--- src/rtl/mips_cpu_mem_arbiter_if.sv ---
// Bus bundle between the CPU fetch/data ports, the shared memory and the arbiter.
// The slave modport is the arbiter's view; master is the CPU/memory environment's view.
interface mips_cpu_mem_arbiter_if;
  logic        instr_req;
  logic [31:0] instr_address;
  logic [31:0] instr_readdata;
  logic        instr_valid;

  logic        data_read;
  logic        data_write;
  logic [31:0] data_address;
  logic [31:0] data_writedata;
  logic [3:0]  data_byteenable;
  logic [31:0] data_readdata;
  logic        data_valid;

  logic [31:0] mem_address;
  logic        mem_read;
  logic        mem_write;
  logic [31:0] mem_writedata;
  logic [3:0]  mem_byteenable;
  logic        mem_waitrequest;
  logic [31:0] mem_readdata;

  logic        busy;

  modport slave (
    input  instr_req, instr_address,
    output instr_readdata, instr_valid,
    input  data_read, data_write, data_address, data_writedata, data_byteenable,
    output data_readdata, data_valid,
    output mem_address, mem_read, mem_write, mem_writedata, mem_byteenable,
    input  mem_waitrequest, mem_readdata,
    output busy
  );

  modport master (
    output instr_req, instr_address,
    input  instr_readdata, instr_valid,
    output data_read, data_write, data_address, data_writedata, data_byteenable,
    input  data_readdata, data_valid,
    input  mem_address, mem_read, mem_write, mem_writedata, mem_byteenable,
    output mem_waitrequest, mem_readdata,
    input  busy
  );
endinterface

--- src/rtl/mips_cpu_mem_arbiter.sv ---
// Arbitrates CPU instruction fetches and data loads/stores onto one shared memory port.
// Define MIPS_CPU_MEM_ARB_ROUND_ROBIN_EN for round-robin instead of fixed DATA priority.
module mips_cpu_mem_arbiter (
  input logic                    clk,
  input logic                    reset,
  mips_cpu_mem_arbiter_if.slave  bus
);

  typedef enum logic [1:0] {StIdle, StInstr, StData} state_e;

  state_e      state_q, state_d;
  logic [31:0] mem_address_q, mem_address_d;
  logic        mem_read_q, mem_read_d;
  logic        mem_write_q, mem_write_d;
  logic [31:0] mem_writedata_q, mem_writedata_d;
  logic [3:0]  mem_byteenable_q, mem_byteenable_d;
  logic [31:0] instr_readdata_q, instr_readdata_d;
  logic [31:0] data_readdata_q, data_readdata_d;
  logic        instr_valid_q, instr_valid_d;
  logic        data_valid_q, data_valid_d;

  logic instr_elig;
  logic data_elig;
  logic grant_data;

`ifdef MIPS_CPU_MEM_ARB_ROUND_ROBIN_EN
  logic last_data_q, last_data_d;
`endif

  // A requester whose valid is high this cycle is still holding its old request.
  always_comb begin
    instr_elig = bus.instr_req & ~instr_valid_q;
    data_elig  = (bus.data_read | bus.data_write) & ~data_valid_q;
`ifdef MIPS_CPU_MEM_ARB_ROUND_ROBIN_EN
    grant_data = data_elig & (~instr_elig | ~last_data_q);
`else
    grant_data = data_elig;
`endif
  end

  always_comb begin
    state_d          = state_q;
    mem_address_d    = mem_address_q;
    mem_read_d       = mem_read_q;
    mem_write_d      = mem_write_q;
    mem_writedata_d  = mem_writedata_q;
    mem_byteenable_d = mem_byteenable_q;
    instr_readdata_d = instr_readdata_q;
    data_readdata_d  = data_readdata_q;
    instr_valid_d    = 1'b0;
    data_valid_d     = 1'b0;
`ifdef MIPS_CPU_MEM_ARB_ROUND_ROBIN_EN
    last_data_d      = last_data_q;
`endif

    unique case (state_q)
      StIdle: begin
        mem_read_d  = 1'b0;
        mem_write_d = 1'b0;
        if (grant_data) begin
          state_d          = StData;
          mem_address_d    = bus.data_address;
          mem_writedata_d  = bus.data_writedata;
          mem_byteenable_d = bus.data_byteenable;
          // A simultaneous read+write is served as a write only.
          mem_write_d      = bus.data_write;
          mem_read_d       = ~bus.data_write;
`ifdef MIPS_CPU_MEM_ARB_ROUND_ROBIN_EN
          last_data_d      = 1'b1;
`endif
        end else if (instr_elig) begin
          state_d          = StInstr;
          mem_address_d    = bus.instr_address;
          mem_byteenable_d = 4'hF;
          mem_read_d       = 1'b1;
          mem_write_d      = 1'b0;
`ifdef MIPS_CPU_MEM_ARB_ROUND_ROBIN_EN
          last_data_d      = 1'b0;
`endif
        end
      end
      StInstr: begin
        if (!bus.mem_waitrequest) begin
          state_d          = StIdle;
          mem_read_d       = 1'b0;
          mem_write_d      = 1'b0;
          instr_readdata_d = bus.mem_readdata;
          instr_valid_d    = 1'b1;
        end
      end
      StData: begin
        if (!bus.mem_waitrequest) begin
          state_d      = StIdle;
          mem_read_d   = 1'b0;
          mem_write_d  = 1'b0;
          data_valid_d = 1'b1;
          if (mem_read_q) begin
            data_readdata_d = bus.mem_readdata;
          end
        end
      end
      default: begin
        state_d     = StIdle;
        mem_read_d  = 1'b0;
        mem_write_d = 1'b0;
      end
    endcase
  end

  always_ff @(posedge clk) begin
    if (reset) begin
      state_q          <= StIdle;
      mem_address_q    <= '0;
      mem_read_q       <= 1'b0;
      mem_write_q      <= 1'b0;
      mem_writedata_q  <= '0;
      mem_byteenable_q <= '0;
      instr_readdata_q <= '0;
      data_readdata_q  <= '0;
      instr_valid_q    <= 1'b0;
      data_valid_q     <= 1'b0;
`ifdef MIPS_CPU_MEM_ARB_ROUND_ROBIN_EN
      last_data_q      <= 1'b0;
`endif
    end else begin
      state_q          <= state_d;
      mem_address_q    <= mem_address_d;
      mem_read_q       <= mem_read_d;
      mem_write_q      <= mem_write_d;
      mem_writedata_q  <= mem_writedata_d;
      mem_byteenable_q <= mem_byteenable_d;
      instr_readdata_q <= instr_readdata_d;
      data_readdata_q  <= data_readdata_d;
      instr_valid_q    <= instr_valid_d;
      data_valid_q     <= data_valid_d;
`ifdef MIPS_CPU_MEM_ARB_ROUND_ROBIN_EN
      last_data_q      <= last_data_d;
`endif
    end
  end

  assign bus.mem_address    = mem_address_q;
  assign bus.mem_read       = mem_read_q;
  assign bus.mem_write      = mem_write_q;
  assign bus.mem_writedata  = mem_writedata_q;
  assign bus.mem_byteenable = mem_byteenable_q;
  assign bus.instr_readdata = instr_readdata_q;
  assign bus.data_readdata  = data_readdata_q;
  assign bus.instr_valid    = instr_valid_q;
  assign bus.data_valid     = data_valid_q;
  assign bus.busy           = (state_q != StIdle);

endmodule

--- src/flat_wrapper.sv ---
// flat-port wrapper written by rule: the top's interface ports become plain ports
module mips_cpu_mem_arbiter_flat 
  (clk, reset, bus_instr_req, bus_instr_address, bus_instr_readdata, bus_instr_valid, bus_data_read, bus_data_write, bus_data_address, bus_data_writedata, bus_data_byteenable, bus_data_readdata, bus_data_valid, bus_mem_address, bus_mem_read, bus_mem_write, bus_mem_writedata, bus_mem_byteenable, bus_mem_waitrequest, bus_mem_readdata, bus_busy);
  mips_cpu_mem_arbiter_if bus_i ();
  input logic clk;
  input logic reset;
  input wire logic [$bits(bus_i.instr_req)-1:0] bus_instr_req;
  input wire logic [$bits(bus_i.instr_address)-1:0] bus_instr_address;
  output wire logic [$bits(bus_i.instr_readdata)-1:0] bus_instr_readdata;
  output wire logic [$bits(bus_i.instr_valid)-1:0] bus_instr_valid;
  input wire logic [$bits(bus_i.data_read)-1:0] bus_data_read;
  input wire logic [$bits(bus_i.data_write)-1:0] bus_data_write;
  input wire logic [$bits(bus_i.data_address)-1:0] bus_data_address;
  input wire logic [$bits(bus_i.data_writedata)-1:0] bus_data_writedata;
  input wire logic [$bits(bus_i.data_byteenable)-1:0] bus_data_byteenable;
  output wire logic [$bits(bus_i.data_readdata)-1:0] bus_data_readdata;
  output wire logic [$bits(bus_i.data_valid)-1:0] bus_data_valid;
  output wire logic [$bits(bus_i.mem_address)-1:0] bus_mem_address;
  output wire logic [$bits(bus_i.mem_read)-1:0] bus_mem_read;
  output wire logic [$bits(bus_i.mem_write)-1:0] bus_mem_write;
  output wire logic [$bits(bus_i.mem_writedata)-1:0] bus_mem_writedata;
  output wire logic [$bits(bus_i.mem_byteenable)-1:0] bus_mem_byteenable;
  input wire logic [$bits(bus_i.mem_waitrequest)-1:0] bus_mem_waitrequest;
  input wire logic [$bits(bus_i.mem_readdata)-1:0] bus_mem_readdata;
  output wire logic [$bits(bus_i.busy)-1:0] bus_busy;
  assign bus_i.instr_req = bus_instr_req;
  assign bus_i.instr_address = bus_instr_address;
  assign bus_instr_readdata = bus_i.instr_readdata;
  assign bus_instr_valid = bus_i.instr_valid;
  assign bus_i.data_read = bus_data_read;
  assign bus_i.data_write = bus_data_write;
  assign bus_i.data_address = bus_data_address;
  assign bus_i.data_writedata = bus_data_writedata;
  assign bus_i.data_byteenable = bus_data_byteenable;
  assign bus_data_readdata = bus_i.data_readdata;
  assign bus_data_valid = bus_i.data_valid;
  assign bus_mem_address = bus_i.mem_address;
  assign bus_mem_read = bus_i.mem_read;
  assign bus_mem_write = bus_i.mem_write;
  assign bus_mem_writedata = bus_i.mem_writedata;
  assign bus_mem_byteenable = bus_i.mem_byteenable;
  assign bus_i.mem_waitrequest = bus_mem_waitrequest;
  assign bus_i.mem_readdata = bus_mem_readdata;
  assign bus_busy = bus_i.busy;
  mips_cpu_mem_arbiter u_core (.clk(clk), .reset(reset), .bus(bus_i));
endmodule
--- config.mk ---
export PLATFORM = sky130hd
export DESIGN_NAME = mips_cpu_mem_arbiter_flat
export DESIGN_NICKNAME = d
export VERILOG_FILES = /design/src/rtl/mips_cpu_mem_arbiter_if.sv /design/src/rtl/mips_cpu_mem_arbiter.sv /design/src/flat_wrapper.sv
export SDC_FILE = /design/constraint.sdc
export NUM_CORES = 1
export LEC_CHECK = 0
export ABC_AREA = 1
export CORE_MARGIN = 4
export CORE_UTILIZATION = 30
export CTS_BUF_LIST = sky130_fd_sc_hd__clkbuf_4
export DETAILED_ROUTE_END_ITERATION = 16
export PLACE_DENSITY_LB_ADDON = 0.08
export RECOVER_POWER = 50
export SYNTH_ARGS = -nofsm -noshare
export SYNTH_HDL_FRONTEND = slang
export SYNTH_SLANG_ARGS = --single-unit
--- constraint.sdc ---
create_clock -name clk -period 1.9 [get_ports clk]
set_clock_uncertainty 0.1 [all_clocks]
set_input_delay 0.38 -clock clk [delete_from_list [all_inputs] [get_ports clk]]
set_output_delay 0.38 -clock clk [all_outputs]
set_load 0.05 [all_outputs]
# Yosys cells after proc, flatten, opt, wreduce, memory -nomap -nowiden
# Index checks and enable logic that the tools add are counted.
# totals
regBits,138
# op_classes
eq_ne,4
mux,15
bitwise_logic,9
n_reduce_logical,11
# op_table
op,n
32-bit 2-to-1 mux,2
4-bit 2-to-1 mux,2
2-bit AND reduction,4
2-bit 2-to-1 mux,3
1-bit NOT,6
2-bit OR reduction,3
1-bit 2-to-1 mux,5
1-bit one-hot mux with 2 select lines,2
2-bit one-hot mux with 2 select lines,1
2-bit nonzero test,2
"3-bit by 1-bit != test with 1-bit output, second input constant",1
3-bit AND reduction,1
1-bit AND,2
"2-bit by 1-bit == test with 1-bit output, second input constant",1
"2-bit == test, second input constant",1
2-bit logical NOT,1
"2-bit != test, second input constant",1
1-bit OR,1

# Logic depth before layout (Yosys ltp)
# logic_depth
depth_word,5
depth_mapped,8
ltp_nobuf,7

# Worst setup path after synthesis
# No wires, ideal clock.
# synth_path
path_type,reg-to-reg
from,reg u_core.data_valid_q (netlist: u_core.bus.data_valid)
to,reg u_core.mem_writedata_q[18] (netlist: u_core.bus.mem_writedata[18])
setup_ns,0.070
arrival_ns,1.470
required_ns,1.730
slack_ns,0.259
stages_incl_launch_ff,9
period_less_slack_ns,1.641
cell_sequence,dfxtp_1 -> inv_2 -> nand2_1 -> nand2_2 -> nand2_2 -> buf_6 -> buf_6 -> nand2_1 -> a21oi_1
# synth_via
elab_chain_cells,3
# synth_rtl
item,line,rtl
from (decl),mips_cpu_mem_arbiter.sv:20,"logic data_valid_q, data_valid_d;"
from (signal assigned),mips_cpu_mem_arbiter.sv:135,data_valid_q <= data_valid_d;
1-bit NOT,mips_cpu_mem_arbiter.sv:33,data_elig = (bus.data_read | bus.data_write) & ~data_valid_q;
1-bit AND,mips_cpu_mem_arbiter.sv:33,
2-bit AND reduction (no source line),--,
to (signal assigned),mips_cpu_mem_arbiter.sv:130,mem_writedata_q <= mem_writedata_d;
to (decl),mips_cpu_mem_arbiter.sv:15,"logic [31:0] mem_writedata_q, mem_writedata_d;"
# Every way passes these cells.
# A chain may end at the register's enable or synchronous reset.

# Worst setup path after layout
# layout_path
from,reg u_core.state_q[0]
to,out bus_busy
# layout_via
elab_chain_cells,1
# layout_rtl
item,line,rtl
from (decl),mips_cpu_mem_arbiter.sv:11,"state_e state_q, state_d;"
from (signal assigned),mips_cpu_mem_arbiter.sv:112,state_q <= StIdle;
from (signal assigned),mips_cpu_mem_arbiter.sv:126,state_q <= state_d;
2-bit nonzero test,mips_cpu_mem_arbiter.sv:151,assign bus.busy = (state_q != StIdle);
to (decl),flat_wrapper.sv:25,output wire logic [$bits(bus_i.busy)-1:0] bus_busy;
# Every way passes these cells.

==> out/qor.yml <==
clock_network:
  clock_latency_ns: 0.51
  hold_buffers: 0
  cts.htree.levels: 4
  clkTransAtPathRegs_ns: 0.14
  cts_max_path_buffers: 2
  cts_buffers: 17
  cts_root_buffer: "clkbuf_4"
  tritoncts: "built"
  cts.sinks: 138
route:
  via_per_inst: 4.39
  drt-initial-drc-count: 285
  vias: 5570
  remaining_drc_errors: 0
  drt-total-wl_um: 17900
  drtPass1Iterations: 4
  wire_per_inst_um: 14.1
  ant_nets: 0
logic_synthesis:
  ys_dominant_reg_cell: "dfxtp_1"
  async_reset_ff_share_pct: 0
  syn_nets: 898
  synth_edf_count: 0
  yosys.cell_types.count: 22
  ys_warn_count: 0
  ys_seq_area_share_pct: 50.0
  synthTopCellsByCount: "nand2_1, nor2_1, dfxtp_1, o21ai_0, a21oi_1"
  synth_area_leader_cell: "dfxtp_1"
  syn_inst: 757
  avgSynthCellArea_um2: 7.31
  synth.cell_area_mm2: 0.00553
  ys_top_cells_by_area: "dfxtp_1, nand2_1, nor2_1"
  synth.top_cell.area_share_pct: 50.0
  synth.most_common_cell: "nand2_1"
  ys_ff_latch: 138
worst_setup_path:
  worstPathCellList: "inv_2 -> ha_4 -> inv_4 -> buf_12"
  cp.arrival_ns: 1.28
  slowest_stage: "dfxtp_2"
  end_kind: "primary output"
  rrSetupSlack_ns: 0.20
  worstSetupStartpointType: "register"
  required_ns: 1.42
  path_max_fanout: 3
  crit_path_max_incr_delay_ns: 0.36
  worst-setup-path-type: "reg2out"
sta:
  fin_crit_ns: 1.76
  finalSetupViolations: 0
  slew_viol_final: 0
  hold_viol: 0
  period_share_pct: 92.7
  tightestPinTransition_ns: 0.807
  max_freq_ghz: 0.568
  rsz0062_at_grt: "no"
  slew_headroom_pct: 46.2
global_routing:
  first_global_vias: 5250
  grt_usage_pct: 16.6
  grt_pass1_wl_um: 26900
  grt_max_degree: 63
  antenna_found_initial: 2
  overflow: 0
placed_design:
  dp_cells: 1234
  placed_area_mm2: 0.00831
  io_buffers: 274
  gp_congestion: 0.784
  dpl.hpwl_um: 13000
final_layout:
  areaGrowthSynthToFinish_pct: 53.8
  stdcell_area_mm2: 0.00851
  fillers: 1895
  drive_gt1_share_pct: 20.0
  stdcell_count: 1269
  multi_input_area_mm2: 0.00235
  nets: 1166
  fin_util_pct: 47.2
  register_area_mm2: 0.00277
power:
  p_seq_share_pct: 41.8
  p_per_area_mw_per_mm2: 928
  swShare_pct: 40.0
  ir_drop_uv: 338
  combPwrFrac_pct: 35.3
  p_leak_nw: 3.78
  intPower_mw: 4.74
  netSwitchingPower_mw: 3.16
  pwr-share-clk_pct: 22.9
worst_hold_path:
  hp-class: "in2reg"
floorplanning:
  die_y_um: 144
  core_area_mm2: 0.0180
  ios: 275
  fp-row-count: 49
  die_x_um: 144
  start_util_pct: 30.7
  dieArea_mm2: 0.0207
flow_run:
  drv_cap: 0
status:
  status: "finished clean"
-- layout make-up --
type | instances | share of cell area (%)
Clock buffer | 17 | 1.50
Timing Repair Buffer | 299 | 31.5
Sequential cell | 138 | 32.5
Multi-Input combinational cell | 527 | 27.6
Inverter | 42 | 1.88
Tap cell | 229 | 3.37
Antenna cell | 2 | 0.0588
Clock inverter | 15 | 1.53
-- worst paths after layout --
kind	depth (start not counted)	to	from
max	4	bus_busy	u_core.state_q[0]
min	3	u_core.bus.mem_writedata[15]	bus_data_writedata[15]
max reg2reg	8	u_core.bus.mem_address[16]	u_core.state_q[0]
min reg2reg	2	u_core.bus.data_readdata[30]	u_core.bus.data_readdata[30]
-- what timing repair did --
action / CTS / global route
resized for setup: 7 / 0
pin swaps: 0 / 1
gates cloned: 0 / 0
endpoints found under the setup margin: 1 / 1
buffers inserted: 0 / 1
-- metal layers --
layer	track usage, %	part of all wire [%]	up-vias
li1	-	-	2932
met1	20.1	42	2457
met2	27.0	48	175
met3	6.79	9.7	6
met4	5.15	0.77	0
met5	0	0	-
-- registers in the layout (all words and copies together) (netlist names) --
signal / flops
u_core.state_q: 2
u_core.bus.mem_writedata: 32
u_core.bus.instr_valid: 1
u_core.bus.mem_address: 32
u_core.bus.data_readdata: 32
u_core.bus.data_valid: 1
u_core.bus.instr_readdata: 32
u_core.bus.mem_read: 1
u_core.bus.mem_write: 1
u_core.bus.mem_byteenable: 4
-- cells in the final DEF (no fill, tap or decap), types with 9 or more instances in the layout --
cell               n
inv_1             36
clkdlybuf4s50_1  136
nand2_1          203
buf_4            144
o21ai_0           70
nor2_1           139
a21oi_1           68
dfxtp_1          136
clkbuf_4          20
buf_12             9
nand3b_1          32
-- cells by family (layout without fill, tap and decap cells) --
group	after synthesis	count (layout)	synth area share, %
AOI/OAI and AO/OA	139	139	12.8
adders and majority gates	3	3	0.679
buffers and inverters	92	373	7.67
DFF	138	138	50.0
other	0	2	0
and+or+nand+nor	385	385	28.9
-- power groups by stage --
stage / sequential [mW] / clock, mW / combinational (mW)
CTS: 3.30 / 1.92 / 2.88
global placement: 3.36 / 0 / 2.86
finish: 3.30 / 1.81 / 2.79
floorplan: 4.27 / 0 / 0.870
detailed placement: 3.36 / 0 / 2.86
global route: 3.34 / 2.03 / 3.01
-- metrics by stage --
stage / setup slack [ns] / hold slack (ns) / setup TNS, ns / power [mW]
global placement: -0.0108 / 0.332 / -0.114 / 6.22
CTS: 0.0233 / 0.217 / 0 / 8.11
detailed placement: -0.0391 / 0.336 / -0.366 / 6.22
finish: 0.138 / 0.296 / 0 / 7.90
global route: 0.0252 / 0.216 / 0 / 8.38
floorplan: 0.259 / 0.423 / 0 / 5.14
-- worst max-delay path: cells and delay by family (launching register included) --
family,cells,cell delay (ns)
buffers and inverters,3,0.26
adder cells (fa/ha/maj),1,0.16
flip-flops,1,0.36
Note: power is estimated with default switching activity, not from simulation.
